===== src/rtl/cla_serial_add_ctrl.sv =====
// cla_serial_add_ctrl: multi-cycle WIDTH-bit add/subtract built from one
// SLICE-bit carry-lookahead slice, processed least-significant slice first.
// The carry between slices is held in a register.
// Optional early exit: define CLA_SERIAL_EARLY_DONE_EN to finish as soon as
// the remaining operand bits and the carry are all zero.
module cla_serial_add_ctrl #(
  parameter int WIDTH = 64,
  parameter int SLICE = 4
) (
  input  logic             clk,
  input  logic             rst_n,
  input  logic             in_valid,
  output logic             in_ready,
  input  logic             sub,
  input  logic [WIDTH-1:0] x,
  input  logic [WIDTH-1:0] y,
  output logic             out_valid,
  input  logic             out_ready,
  output logic [WIDTH-1:0] result,
  output logic             cout,
  output logic             ovf,
  output logic             zero
);

  localparam int N     = WIDTH / SLICE;
  localparam int CNT_W = (N > 1) ? $clog2(N) : 1;

  typedef enum logic [1:0] {
    IDLE = 2'd0,
    RUN  = 2'd1,
    DONE = 2'd2
  } state_t;

  state_t           state_q;
  logic [WIDTH-1:0] xa_q, yb_q, acc_q, result_q;
  logic [CNT_W-1:0] cnt_q;
  logic             carry_q, xs_q, ys_q;
  logic             cout_q, ovf_q, zero_q, in_ready_q, out_valid_q;

  logic [SLICE:0]   slice_s;
  logic [WIDTH-1:0] acc_d, fin_res_s;
  logic             last_s, fin_s, fin_cout_s;

  // One lookahead slice: propagate/generate with an explicit carry chain.
  // Returns {carry_out, sum}.
  function automatic logic [SLICE:0] cla_slice(input logic [SLICE-1:0] a,
                                                input logic [SLICE-1:0] b,
                                                input logic             cin);
    logic [SLICE-1:0] p, g;
    logic [SLICE:0]   c;
    p    = a | b;
    g    = a & b;
    c[0] = cin;
    for (int i = 0; i < SLICE; i++) begin
      c[i+1] = g[i] | (p[i] & c[i]);
    end
    return {c[SLICE], a ^ b ^ c[SLICE-1:0]};
  endfunction

  // Slice datapath, accumulator shift and the finish decision for this cycle.
  always_comb begin
    slice_s    = cla_slice(xa_q[SLICE-1:0], yb_q[SLICE-1:0], carry_q);
    acc_d      = (acc_q >> SLICE) |
                 (WIDTH'(slice_s[SLICE-1:0]) << (WIDTH - SLICE));
    last_s     = (cnt_q == CNT_W'(N - 1));
    fin_s      = last_s;
    fin_res_s  = acc_d;
    fin_cout_s = slice_s[SLICE];
`ifdef CLA_SERIAL_EARLY_DONE_EN
    // Nothing left to add: right-align the slices already accumulated.
    if ((cnt_q != '0) && (xa_q == '0) && (yb_q == '0) && !carry_q) begin
      fin_s      = 1'b1;
      fin_res_s  = acc_q >> (SLICE * (N - int'(cnt_q)));
      fin_cout_s = 1'b0;
    end else begin
      fin_s      = last_s;
      fin_res_s  = acc_d;
      fin_cout_s = slice_s[SLICE];
    end
`endif
  end

  // Sequencer FSM with all outputs and datapath state registered.
  always_ff @(posedge clk or negedge rst_n) begin
    if (!rst_n) begin
      state_q     <= IDLE;
      xa_q        <= '0;
      yb_q        <= '0;
      acc_q       <= '0;
      result_q    <= '0;
      cnt_q       <= '0;
      carry_q     <= 1'b0;
      xs_q        <= 1'b0;
      ys_q        <= 1'b0;
      cout_q      <= 1'b0;
      ovf_q       <= 1'b0;
      zero_q      <= 1'b0;
      in_ready_q  <= 1'b1;
      out_valid_q <= 1'b0;
    end else begin
      case (state_q)
        IDLE: begin
          if (in_valid) begin
            xa_q       <= x;
            yb_q       <= sub ? ~y : y;
            carry_q    <= sub;
            xs_q       <= x[WIDTH-1];
            ys_q       <= sub ? ~y[WIDTH-1] : y[WIDTH-1];
            cnt_q      <= '0;
            in_ready_q <= 1'b0;
            state_q    <= RUN;
          end
        end
        RUN: begin
          xa_q    <= xa_q >> SLICE;
          yb_q    <= yb_q >> SLICE;
          acc_q   <= acc_d;
          carry_q <= slice_s[SLICE];
          cnt_q   <= cnt_q + CNT_W'(1);
          if (fin_s) begin
            result_q    <= fin_res_s;
            cout_q      <= fin_cout_s;
            ovf_q       <= (xs_q == ys_q) && (fin_res_s[WIDTH-1] != xs_q);
            zero_q      <= ~|fin_res_s;
            out_valid_q <= 1'b1;
            state_q     <= DONE;
          end
        end
        DONE: begin
          if (out_ready) begin
            out_valid_q <= 1'b0;
            in_ready_q  <= 1'b1;
            state_q     <= IDLE;
          end
        end
        default: begin
          state_q     <= IDLE;
          in_ready_q  <= 1'b1;
          out_valid_q <= 1'b0;
        end
      endcase
    end
  end

  assign in_ready  = in_ready_q;
  assign out_valid = out_valid_q;
  assign result    = result_q;
  assign cout      = cout_q;
  assign ovf       = ovf_q;
  assign zero      = zero_q;

endmodule


===== config.mk =====
export PLATFORM = sky130hd
export DESIGN_NAME = cla_serial_add_ctrl
export DESIGN_NICKNAME = d
export VERILOG_FILES = /design/src/rtl/cla_serial_add_ctrl.sv
export SDC_FILE = /design/constraint.sdc
export NUM_CORES = 1
export LEC_CHECK = 0
export BUFFER_PORTS_ARGS = -buffer_cell sky130_fd_sc_hd__buf_2
export CELL_PAD_IN_SITES_DETAIL_PLACEMENT = 1
export CELL_PAD_IN_SITES_GLOBAL_PLACEMENT = 1
export CORE_MARGIN = 1
export CORE_UTILIZATION = 39
export CTS_CLUSTER_SIZE = 30
export DETAILED_ROUTE_END_ITERATION = 12
export PLACE_DENSITY = 0.72
export REMOVE_ABC_BUFFERS = 1
export SYNTH_ARGS = -nofsm -noshare
export SYNTH_HDL_FRONTEND = slang
export SYNTH_SLANG_ARGS = --single-unit

===== constraint.sdc =====
create_clock -name clk -period 3 [get_ports clk]
set_input_delay 0.3 -clock clk [delete_from_list [all_inputs] [get_ports clk]]
set_output_delay 0.3 -clock clk [all_outputs]
set_load 0.02 [all_outputs]

==> results.yml <==
outcome:
  outcome: "finished with violations"
  violations: "negative setup slack"
floorplanning:
  die_h_um: 174
  initial_utilization: 0.401
  coreArea_um2: 28900
  rows: 62
  fp.dieW_um: 174
  ioPinCount: 202
  dieArea_um2: 30400
setup_path:
  cp_max_fo: 2
  crit_arrival_ps: 3570
  crit_type: "reg2reg"
  r2r-start: "xa_q[0]"
  cp-end-kind: "flip-flop"
  startpoint_type: "flip-flop"
  r2r_slack_ps: -90
  rr_endpoint: "zero"
  required_ps: 3470
  r2r_cells: 9
clocking:
  h-tree-depth: 1
  path_clk_slew_ps: 60
  cts-root-buf: "clkbuf_16"
  cts_sinks: 266
  clock_latency_ps: 550
  clock_path_buffers: 3
  cts-buffers-inserted: 29
  cts_tree: "done"
yosys:
  synth_edf_count: 0
  synthTopCellsByArea: "dfrtp_1 57%, nand2_1 10%, a221o_1 5.2%, xnor2_1 4.8%, mux2_4 4.5%"
  synthArstFlopShare: 1.00
  synth.area.mux_share: 0.0696
  ys_seq_area_frac: 0.574
  synth_top_family_by_area: "simple AND/OR/NAND/NOR gates"
  synth_ff_type: "dfrtp_1"
  synth_top_area_frac: 0.572
  ys_seq_elements: 266
  yosysWarnings: 0
  synth_commonest_cells: "319 x nand2_1, 265 x dfrtp_1, 125 x nor2_1"
  synthCells: 1115
  yosysMostFrequentCell: "nand2_1"
  synth.distinct_cells: 37
  synth-xor-area-share: 0.0484
  synthSimpleGateAreaFrac: 0.163
  synth-compound-area-share: 0.0993
  yosys.area.top_type: "dfrtp_1"
  netlist_area_um2: 11600
  syn_area_per_cell_um2: 10.4
  synth_fa_ha_area_frac: 0.00799
routing:
  wirelength_um: 29900
  drtIter0Drc: 587
  vias: 8861
  vias_per_cell: 5.13
  ant_nets: 0
  drc: 0
  wire_per_inst_um: 17.3
  dr.pass1.iters: 4
sta:
  fin_crit_sh: 1.03
  setup_tns_ps: -91.2
  timing.final.crit_period_ps: 3090
  timing.final.ws_setup_ps: -91.2
  hold_viol: 0
  tightest_slew_ps: 801
  setup_violations: 1
  report.final.slew_viol_count: 0
  max_freq_ghz: 0.323
  clock_skew_ps: 22.5
  slew_headroom: 0.466
  rsz0062_at_grt: "yes"
  whs_ps: 14.7
global_route:
  grt_pass1_vias: 9247
  antenna_found_initial: 10
  grtUsageTotal: 0.201
  grt_pass1_wl_um: 49900
  grt_overflow: 0
  grt_max_degree: 87
final_layout:
  finalNetCount: 1455
  areaGrowthSynthToFinish_pct: 24.2
  stdcell_area_um2: 14400
  drive_above_1_share: 0.261
power_and_ir_drop:
  leakage_nw: 7.16
  power.density_nw_per_um2: 1040
  ir_drop_mv: 0.400
place:
  place_hpwl_um: 19400
  portBuffers: 201
  gp_congestion: 0.757
  place_area_um2: 13000
min_path:
  hold_start: "x[54]"
  hold_path_end: "xa_q[54]"
  hp-class: "in2reg"
  hold_depth: 3
flow_run:
  cap_viol_max_count: 0
==> state kept, by name (all words and copies together), names as in the netlist <==
name,count
acc_q,60
result,64
state_q,2
xa_q,64
ovf,1
carry_q,1
cnt_q,4
yb_q,64
ys_q,1
cout,1
out_valid,1
in_ready,1
xs_q,1
zero,1
==> worst max-delay path, stage by stage (launching register included) <==
cell and delay (ps):
dfrtp_1 360, inv_2 50, fa_2 390, fa_2 380, fa_2 380, fa_2 570
nor4b_4 190, nand4_1 140, or4_1 440, o21ai_2 150
==> cell usage in the layout, fill, tap and decap left out, types with 12 or more instances in the layout <==
cell,Yosys,layout
a221o_1,60,60
a31oi_1,61,61
buf_2,43,199
buf_4,2,16
clkbuf_16,0,29
dfrtp_1,265,265
dlygate4sd3_1,0,25
mux2_2,25,25
mux2_4,35,35
nand2_1,319,319
nor2_1,125,125
nor4_1,12,12
o21ai_0,25,25
xnor2_1,63,63
==> cell families after synthesis <==
family          count (synthesis)
compound gates                153
xor+xnor                       64
fa+ha+maj                       5
buf+inv                        89
flops                         266
mux                            60
simple gates                  478
==> how the worst max path moves through the flow <==
stage | startpoint | to | slack, ps
finish | xa_q[0] | zero | -90
CTS | xa_q[0] | zero | -180
global route | xa_q[0] | zero | -190
floorplan | state_q[0] | result[0] | -4930
global placement | xa_q[0] | zero | -230
detailed placement | xa_q[0] | zero | -420
==> cell type report <==
type / count / area (µm²)
Tap cell: 384 / 480
Clock inverter: 19 / 302
Multi-Input combinational cell: 760 / 4560
Timing Repair Buffer: 250 / 1560
Fill cell: 3252 / 14500
Sequential cell: 266 / 6660
Inverter: 10 / 37.5
Clock buffer: 35 / 788
Antenna cell: 4 / 10.0
==> per-layer routing <==
metal | global-route usage | vias up | wire (µm)
met5 | 0 | - | 64
met3 | 0.0481 | 62 | 1630
met1 | 0.271 | 4415 | 13600
met4 | 0.0442 | 12 | 620
met2 | 0.329 | 194 | 14000
li1 | - | 4178 | -
==> report_power, final <==
group          total (W)  internal [W]  switching [W]
Sequential       0.00625       0.00509        0.00116
Clock            0.00405       0.00255        0.00149
Combinational    0.00465       0.00207        0.00258
Total             0.0149       0.00971        0.00524
==> stage by stage <==
step / power, W / setup slack (ps) / cells / util
after floorplan: 0.00963 / -4930 / 1036 / -
after global placement: 0.0106 / -232 / 1642 / 0.449
after detailed placement: 0.0108 / -418 / 1642 / 0.449
after CTS: 0.0151 / -180 / 1722 / 0.497
after global routing: 0.0159 / -185 / 1725 / 0.497
final: 0.0149 / -91.2 / 1728 / 0.497
==> what timing repair did <==
item	4_1_cts	5_1_grt
pin swaps	4	1
buffers inserted	1	2
gates resized for setup	8	0
endpoints found under the hold margin	104	0
endpoints found under the setup margin	1	1
hold buffers	25	0
Note: power is estimated with default switching activity, not from simulation.
